File: src/rtl/lsu_split_pkg.sv
// Shared definitions for the load/store splitter: memory access lengths,
// FSM encoding and the misalignment rule that selects the byte-split path.
package lsu_split_pkg;

   localparam logic [1:0] ML_BYTE = 2'b00;
   localparam logic [1:0] ML_HALF = 2'b01;
   localparam logic [1:0] ML_WORD = 2'b10;

   typedef enum logic [1:0] {
      ST_IDLE   = 2'd0,
      ST_ACCESS = 2'd1,
      ST_FINISH = 2'd2,
      ST_RESP   = 2'd3
   } lsu_state_t;

   // Length 2'b11 behaves as a word.
   function automatic logic is_misaligned(input logic [1:0] len, input logic [1:0] addr_lo);
      if (len == ML_BYTE) return 1'b0;
      if (len == ML_HALF) return addr_lo[0];
      return addr_lo != 2'b00;
   endfunction

   function automatic logic [1:0] split_last_beat(input logic [1:0] len);
      return (len == ML_HALF) ? 2'd1 : 2'd3;
   endfunction

endpackage

File: src/rtl/lsu_split_load_extend.sv
// Load result extender: sign- or zero-extends a byte/halfword held in the
// low bits of a raw 32-bit value according to the RISC-V load funct3.
module load_extend
   import lsu_split_pkg::*;
(
   input  logic [2:0]  funct3,
   input  logic [31:0] raw,
   output logic [31:0] result
);

   always_comb begin
      result = raw;
      case (funct3[1:0])
         ML_BYTE: result = {{24{raw[7] & ~funct3[2]}}, raw[7:0]};
         ML_HALF: result = {{16{raw[15] & ~funct3[2]}}, raw[15:0]};
         default: result = raw;
      endcase
   end

endmodule

File: src/rtl/lsu_split.sv
// Load/store unit front end: passes aligned requests straight to memory and
// splits misaligned halfword/word requests into little-endian byte beats.
module lsu_split
   import lsu_split_pkg::*;
#(
   parameter int ADDRW = 10
) (
   input  logic             clk,
   input  logic             rst,
   input  logic             req_valid,
   output logic             req_ready,
   input  logic             req_we,
   input  logic [2:0]       req_funct3,
   input  logic [ADDRW-1:0] req_addr,
   input  logic [31:0]      req_wdata,
   output logic             resp_valid,
   output logic [31:0]      resp_rdata,
   output logic             resp_split,
   output logic             mem_we,
   output logic [2:0]       mem_funct3,
   output logic [ADDRW-1:0] mem_addr,
   output logic [31:0]      mem_wdata,
   input  logic [31:0]      mem_rdata
);

   lsu_state_t       state;
   logic [1:0]       beat;
   logic             we_q;
   logic             split_q;
   logic [2:0]       funct3_q;
   logic [ADDRW-1:0] addr_q;
   logic [31:0]      wdata_q;
   logic [31:0]      asm_q;

   logic             accept;
   logic [1:0]       last;
   logic [1:0]       cap_idx;
   logic [31:0]      asm_next;
   logic [31:0]      ext_out;

   assign req_ready  = (state == ST_IDLE) && !rst;
   assign accept     = req_valid && req_ready;
   assign last       = split_q ? split_last_beat(funct3_q[1:0]) : 2'd0;

   assign mem_we     = we_q && (state == ST_ACCESS) && !rst;
   assign mem_addr   = addr_q + ADDRW'(beat);
   assign mem_funct3 = split_q ? {1'b1, ML_BYTE} : funct3_q;
   assign mem_wdata  = split_q ? {24'b0, wdata_q[{beat, 3'b000} +: 8]} : wdata_q;

   // Read data lags its beat by one cycle; in FINISH the beat counter still
   // points at the final beat, whose byte is arriving now.
   assign cap_idx = (state == ST_FINISH) ? beat : beat - 2'd1;

   always_comb begin
      asm_next = asm_q;
      asm_next[{cap_idx, 3'b000} +: 8] = mem_rdata[7:0];
   end

   load_extend u_extend (
      .funct3 (funct3_q),
      .raw    (asm_next),
      .result (ext_out)
   );

   always_ff @(posedge clk) begin
      if (rst) begin
         state      <= ST_IDLE;
         beat       <= 2'd0;
         we_q       <= 1'b0;
         split_q    <= 1'b0;
         funct3_q   <= 3'b000;
         addr_q     <= '0;
         wdata_q    <= 32'h0;
         asm_q      <= 32'h0;
         resp_valid <= 1'b0;
         resp_rdata <= 32'h0;
         resp_split <= 1'b0;
      end else begin
         resp_valid <= 1'b0;
         case (state)
            ST_IDLE: begin
               if (accept) begin
                  we_q     <= req_we;
                  funct3_q <= req_funct3;
                  addr_q   <= req_addr;
                  wdata_q  <= req_wdata;
                  split_q  <= is_misaligned(req_funct3[1:0], req_addr[1:0]);
                  beat     <= 2'd0;
                  asm_q    <= 32'h0;
                  state    <= ST_ACCESS;
               end
            end
            ST_ACCESS: begin
               if (split_q && (beat != 2'd0)) asm_q <= asm_next;
               if (beat == last) state <= ST_FINISH;
               else              beat  <= beat + 2'd1;
            end
            ST_FINISH: begin
               resp_valid <= 1'b1;
               resp_split <= split_q;
               if (we_q)         resp_rdata <= 32'h0;
               else if (split_q) resp_rdata <= ext_out;
               else              resp_rdata <= mem_rdata;
               state <= ST_RESP;
            end
            default: begin
               beat  <= 2'd0;
               state <= ST_IDLE;
            end
         endcase
      end
   end

endmodule
File: config.mk
export PLATFORM = sky130hd
export DESIGN_NAME = lsu_split
export DESIGN_NICKNAME = d
export VERILOG_FILES = /design/src/rtl/lsu_split_pkg.sv /design/src/rtl/lsu_split_load_extend.sv /design/src/rtl/lsu_split.sv
export SDC_FILE = /design/constraint.sdc
export NUM_CORES = 1
export LEC_CHECK = 0
export CAP_MARGIN = 20
export CORE_ASPECT_RATIO = 0.5
export CORE_MARGIN = 8
export CORE_UTILIZATION = 45
export CTS_BUF_LIST = sky130_fd_sc_hd__clkbuf_16
export DETAILED_ROUTE_END_ITERATION = 6
export PLACE_DENSITY = 0.86
export SETUP_SLACK_MARGIN = 0.02
export SYNTH_ARGS = -nofsm -noshare
export SYNTH_HDL_FRONTEND = slang
export SYNTH_SLANG_ARGS = --single-unit
File: constraint.sdc
create_clock -name clk -period 6.2 [get_ports clk]
set_input_delay 0.62 -clock clk [delete_from_list [all_inputs] [get_ports clk]]
set_output_delay 0.62 -clock clk [all_outputs]
set_load 0.01 [all_outputs]
Word level (Yosys, flattened, before mapping)
Cells that the tools add are included.
{"block": "word_totals", "input_bits": 81, "register_bits": 117}
{"block": "op_classes", "addsub": 4, "shift": 3, "n_bitwise": 4, "reduce_logical": 16, "muxes": 32, "n_eq_ne": 9}
{"cell": "2-to-1 mux 32 bit", "count": 5}
{"cell": "one-hot mux 32 bit (2 select lines)", "count": 2}
{"cell": "bitwise mux 32 bit", "count": 1}
{"cell": "variable shift 8 x 7 -> 32 bit (first input constant)", "count": 1}
{"cell": "indexed part select 32 x 6 -> 8 bit", "count": 1}
{"cell": "indexed part select 8 x 7 -> 32 bit", "count": 1}
{"cell": "2-to-1 mux 1 bit", "count": 14}
{"cell": "2-to-1 mux 2 bit", "count": 7}
{"cell": "one-hot mux 2 bit (3 select lines)", "count": 2}
{"cell": "adder 10 x 2 -> 10 bit", "count": 1}
{"cell": "negator 5 -> 7 bit", "count": 1}
{"cell": "== test 2 x 1 -> 1 bit (second input constant)", "count": 3}
{"cell": "zero test 2 bit", "count": 3}
{"cell": "AND reduction 3 bit", "count": 2}
{"cell": "nonzero test 2 bit", "count": 3}
{"cell": "logical AND 1 bit", "count": 5}
{"cell": "!= test 2 x 1 -> 1 bit (second input constant)", "count": 2}
{"cell": "!= test 2 bit (second input constant)", "count": 2}
{"cell": "AND reduction 2 bit", "count": 2}
{"cell": "2-to-1 mux 3 bit", "count": 1}
{"cell": "adder 2 x 1 -> 2 bit (second input constant)", "count": 1}
{"cell": "AND 1 bit", "count": 2}
{"cell": "== test 2 bit", "count": 1}
{"cell": "== test 2 bit (second input constant)", "count": 1}
{"cell": "other kinds (3)", "count": 4}

Logic depth before layout (Yosys ltp)
{"block": "depth", "ltp_word": 12, "depth_mapped": 15, "ltp_nobuf": 10}

By module
A second synthesis with hierarchy kept.
{"block": "hier_totals", "cells_unflattened": 790, "area_unflattened_um2": 6363.6}
{"mod": "lsu_split", "seq_area_each_um2": 2342.2, "cells_per_inst": 723, "n_inst": 1, "area_each_um2": 6008.3}
{"mod": "load_extend", "seq_area_each_um2": 0.0, "cells_per_inst": 67, "n_inst": 1, "area_each_um2": 355.3}

Worst setup path after synthesis
OpenSTA, ideal clock, no wires.
{"block": "synth_timing", "path_kind": "register to register", "start": "register state[0]", "end": "register resp_rdata[24]", "synth_period_minus_slack_ps": 2764, "n_path_buf": 3, "setup_ps": 87, "path_stages_with_launch": 13, "t_required_ps": 6113, "path_slack_ps": 3436, "arrival_ps": 2677, "path_cell_list": "dfxtp_1 inv_1 ha_1 buf_4 clkbuf_1 clkbuf_1 mux2i_1 ha_1 nor2_1 nand3_1 o2111ai_4 o2111ai_1 a221oi_2"}
{"block": "synth_between", "elab_chain_len": 9, "word_cells_on_any_way": 11, "cone_classes": "add/sub: 1; eq/ne: 1; shift: 2; mux: 5; bitwise: 2"}
{"element": "start, declared", "line_no": "lsu_split.sv:26", "rtl": "lsu_state_t state;"}
{"element": "start signal, assigned", "line_no": "lsu_split.sv:67", "rtl": "state <= ST_IDLE;"}
{"element": "start signal, assigned", "line_no": "lsu_split.sv:90", "rtl": "state <= ST_ACCESS;"}
{"element": "start signal, assigned", "line_no": "lsu_split.sv:95", "rtl": "if (beat == last) state <= ST_FINISH;"}
{"element": "== test 2 bit (*)", "line_no": "lsu_split.sv:52, lsu_split.sv:80"}
{"element": "2-to-1 mux 2 bit", "line_no": "lsu_split.sv:52", "rtl": "assign cap_idx = (state == ST_FINISH) ? beat : beat - 2'd1;"}
{"element": "negator 5 -> 7 bit", "line_no": "lsu_split.sv:56", "rtl": "asm_next[{cap_idx, 3'b000} +: 8] = mem_rdata[7:0];"}
{"element": "indexed part select 8 x 7 -> 32 bit or variable shift 8 x 7 -> 32 bit (tied branches)", "line_no": "lsu_split.sv:56"}
{"element": "bitwise mux 32 bit", "line_no": "lsu_split.sv:56"}
{"element": "AND 1 bit, on equally long branches", "line_no": "lsu_split_load_extend.sv:15, lsu_split_load_extend.sv:14"}
{"element": "one-hot mux 32 bit (2 select lines)", "line_no": "lsu_split_load_extend.sv:13", "rtl": "case (funct3[1:0])"}
{"element": "2-to-1 mux 32 bit", "line_no": "lsu_split.sv:102", "rtl": "else if (split_q) resp_rdata <= ext_out;"}
{"element": "2-to-1 mux 32 bit", "line_no": "lsu_split.sv:101", "rtl": "if (we_q) resp_rdata <= 32'h0;"}
{"element": "end signal, assigned", "line_no": "lsu_split.sv:102"}
{"element": "end signal, assigned", "line_no": "lsu_split.sv:103", "rtl": "else resp_rdata <= mem_rdata;"}
{"element": "end, declared", "line_no": "lsu_split.sv:17", "rtl": "output logic [31:0] resp_rdata,"}
Every way passes the cells marked *; elsewhere a longest branch is shown, timed or not.
A chain may end at the register's enable or synchronous reset.

Final worst setup path
{"block": "layout_timing", "start": "register beat[0]", "end": "output port mem_wdata[7]"}
{"block": "layout_between", "elab_chain_len": 2}
{"element": "start, declared", "line_no": "lsu_split.sv:27", "rtl": "logic [1:0] beat;"}
{"element": "start signal, assigned", "line_no": "lsu_split.sv:96", "rtl": "else beat <= beat + 2'd1;"}
{"element": "indexed part select 32 x 6 -> 8 bit", "line_no": "lsu_split.sv:48", "rtl": "assign mem_wdata = split_q ? {24'b0, wdata_q[{beat, 3'b000} +: 8]} : wdata_q;"}
{"element": "2-to-1 mux 32 bit", "line_no": "lsu_split.sv:48"}
{"element": "end, declared", "line_no": "lsu_split.sv:22", "rtl": "output logic [31:0] mem_wdata,"}
No other way between the ends.

==> impl_results.md <==
- Die area: approximately 0.017 sq mm
- Starting DRT DRC Count: between 400 and 500
- Yosys warns: 0
- CP max-delay cell: a21oi_1
- Die width: 178 um
- Clk pin slew, worst setup/hold paths: 50 ps
- Clk buf depth: 2
- Final hold viol count: 0
- Clk root buf: clkbuf_16
- Kind of critical path: reg2out
- TNS Setup: 0 ps
- Max IR drop VDD: 172 uV
- Worst Setup Start Kind: flop
- Die extent in y: roughly 97 um
- Clock sinks: approximately 120
- Total GRT Usage: 0.211
- CP Capture Type: output port
- TritonCTS Buffers: 17
- Slew HR: 0.318
- DR WL/cell: 18.1 um
- NumNets Final: approximately 940
- Row cnt: 29
- Starting Density: 0.463
- Post-DP Area: around 0.0075 sq mm
- Drt total wl: 18600 um
- Most frequent CP cell: a21oi_1
- Crit path max fanout: 17
- CP delay by family, top: compound AO/OA/AOI/OAI gates
- Async SR Flop Fraction: 0
- Lkg Pwr: around 3.0 nW
- DP Wirelength: roughly 13000 um
- Core Box Area: approximately 0.013 sq mm
- Met3 GRT Util: 0.0640
- Antenna violations before repair: 0
- DR vias: roughly 5700
- Hold-fix buffers, CTS: 0
- Syn avg cell area: 8.21 sq um
- Final setup viols: 0
- Vias in the first global route: approximately 5700
- Crit-path max cell delay: 860 ps
- Post-synth EDFFs: 0
- Tightest Pin Transition: just over 1000 ps
- P&R area growth vs syn: 38.4%
- Max-slew violations: 0
- Synth Net Count: 810
- Sequential area share after synthesis: 0.397
- Resized cells post-CTS: 0
- Max Fclk: approximately 270 MHz
- Post-Layout Inst Area: approximately 0.0082 sq mm
- Critical path arrival: approximately 3000 ps
- Final worst path period share: 0.587
- Top Usage Layer GRT: met2
- Finished Layout Cells: 1030
- Antenna Violating Nets Remaining: 0
- Filler cells: 1027
- Count of TritonRoute iterations in the first routing pass: 6
- Max_cap viols: 0
- Largest net degree at the start of global routing: about 100
- Gate Count Post-Synth: roughly 720
- First-pass GRT wire length: slightly below 30000 um
- Outcome: finished, final reports clean
- Pwr per Cell Area: between 300 and 400 mW/mm^2
- Vias/cell: 5.55
- # DRC: 0
- Worst clock skew: between 7 and 8 ps
- Unrepaired setup endpoints after global routing: no
- Worst EP required: ~5600 ps
- Mapped Area: around 0.006 sq mm
- Port bufs: between 150 and 200
- Placed Cells: about 1000
- CP cell instances: clkinv_1, a21oi_1, nor2_1, a21oi_1, clkdlybuf4s50_1
- Share of layout cells above drive strength 1: 0.0733
- Grt met2 use: 0.343
- Grt ovf: 0
- Buf/Inv on CP: 2
- Placer Congestion: roughly 0.84
- Top_reg_cell synth: dfxtp_1
- Worst hold path type: reg2reg
- Clk Latency, worst-skew pair: between 400 and 500 ps
- Register bit total from synthesis: 117
- I/O pin cnt: approximately 160
- GR met1 Demand/Resource: 0.263
- Post-CTS Setup Inserts: 0
- H-tree depth: 4
- TritonCTS clock tree: built
- Flop2flop setup slack: 2760 ps
- Antenna fix cells: 0
- Synth unique cells: 58
- Min cycle time layout: between 3000 and 4000 ps
[placed cells by master, fill, tap and decap left out, types with 8 or more instances in the layout]
cell	synthesis	routed
a21boi_0	8	8
clkbuf_16	0	17
o2111ai_1	8	8
o22ai_1	16	16
clkdlybuf4s50_1	0	160
nand3b_1	11	11
ha_1	9	9
a22oi_1	33	33
a21oi_1	31	31
inv_1	21	22
o21ai_0	52	52
o2bb2ai_1	8	8
dfxtp_1	117	116
a221oi_2	8	8
nand2b_1	56	56
nand2_1	75	75
nor2b_1	47	47
a22o_1	8	8
mux2_2	8	8
nor2_1	71	71
a31oi_1	10	10
[path summary, 6_finish.rpt]
check                           endpoint                    from  cells past startpoint
max                         mem_wdata[7]    beat[0]$_SDFFE_PP0P_                      5
min               addr_q[0]$_SDFFE_PP0P_  addr_q[0]$_SDFFE_PP0P_                      2
max reg2reg  resp_rdata[26]$_SDFFE_PP0P_    beat[0]$_SDFFE_PP0P_                      9
min reg2reg       addr_q[0]$_SDFFE_PP0P_  addr_q[0]$_SDFFE_PP0P_                      2
[registers in the layout, indices dropped and copies added, names as in the netlist]
name,cells
state,2
resp_rdata,32
beat,2
asm_q,32
addr_q,10
split_q,1
wdata_q,32
funct3_q,3
we_q,1
resp_split,1
resp_valid,1
[per-layer routing]
metal / wire, um / share of wire
met4: 258 / 0.014
met3: 1680 / 0.090
met1: 8110 / 0.43
met2: 8600 / 0.46
met5: 0 / 0
[final cells by class]
type / instances / area [sq um] / area share
Timing Repair Buffer: 167 / 1650 / 0.202
Tap cell: 170 / 213 / 0.0260
Inverter: 22 / 82.6 / 0.0101
Clock buffer: 17 / 425 / 0.0521
Sequential cell: 117 / 2340 / 0.287
Multi-Input combinational cell: 522 / 3240 / 0.397
Clock inverter: 15 / 206 / 0.0253
[logic make-up after synthesis]
kind of cell,share of synthesized area
xor+xnor,0.0148
flops,0.397
buf+inv,0.0536
compound gates,0.251
mux,0.0204
simple gates,0.241
fa+ha+maj,0.0225
[power breakdown]
part / leakage [nW] / total (mW) / switching, mW / internal (mW)
combinational: 1.73 / 0.994 / 0.556 / 0.438
sequential: 0.952 / 0.950 / 0.0911 / 0.859
clock: 0.309 / 1.05 / 0.375 / 0.676
total: 2.99 / 3.00 / 1.02 / 1.97
[per-stage QoR]
| stage | hold WS (ps) | util | total power [mW] | setup WS (ps) |
|---|---|---|---|---|
| after floorplan | 440 | - | 1.54 | 3440 |
| after global routing | 504 | 0.641 | 3.14 | 2390 |
| final | 482 | 0.641 | 3.00 | 2560 |
| after CTS | 475 | 0.641 | 3.00 | 2540 |
| after detailed placement | 469 | 0.592 | 1.94 | 2930 |
| after global placement | 458 | 0.591 | 1.92 | 3110 |
[worst register-to-register path: stages, from the launching register on]
cell	delay (ps)
dfxtp_1	470
clkinv_1	470
ha_1	520
mux2i_1	280
ha_1	350
nor2_1	190
nand3_1	170
o2111ai_4	410
o2111ai_1	230
a221oi_2	280
[cells in the mapped netlist (6+ instances only)]
cell type  instances  area, sq um
buf_2              9         45.0
mux2_2             8         90.1
nand2_1           75          282
inv_1             21         78.8
a21oi_1           31          155
xnor2_1            6         52.6
a221oi_2           8          120
clkbuf_1          41          154
o22ai_1           16          100
nor2_1            71          267
o2bb2ai_1          8         70.1
a221oi_1           7         61.3
ha_1               9          113
o2111ai_1          8         70.1
buf_1              6         22.5
a22o_1             8         70.1
a22oi_1           33          248
a21boi_0           8         60.1
and3_1             6         37.5
a31oi_1           10         62.6
nand3b_1          11         82.6
nand2b_1          56          350
nor2b_1           47          294
o21ai_0           52          260
dfxtp_1          117         2340
(Power assumes the default switching activity.)
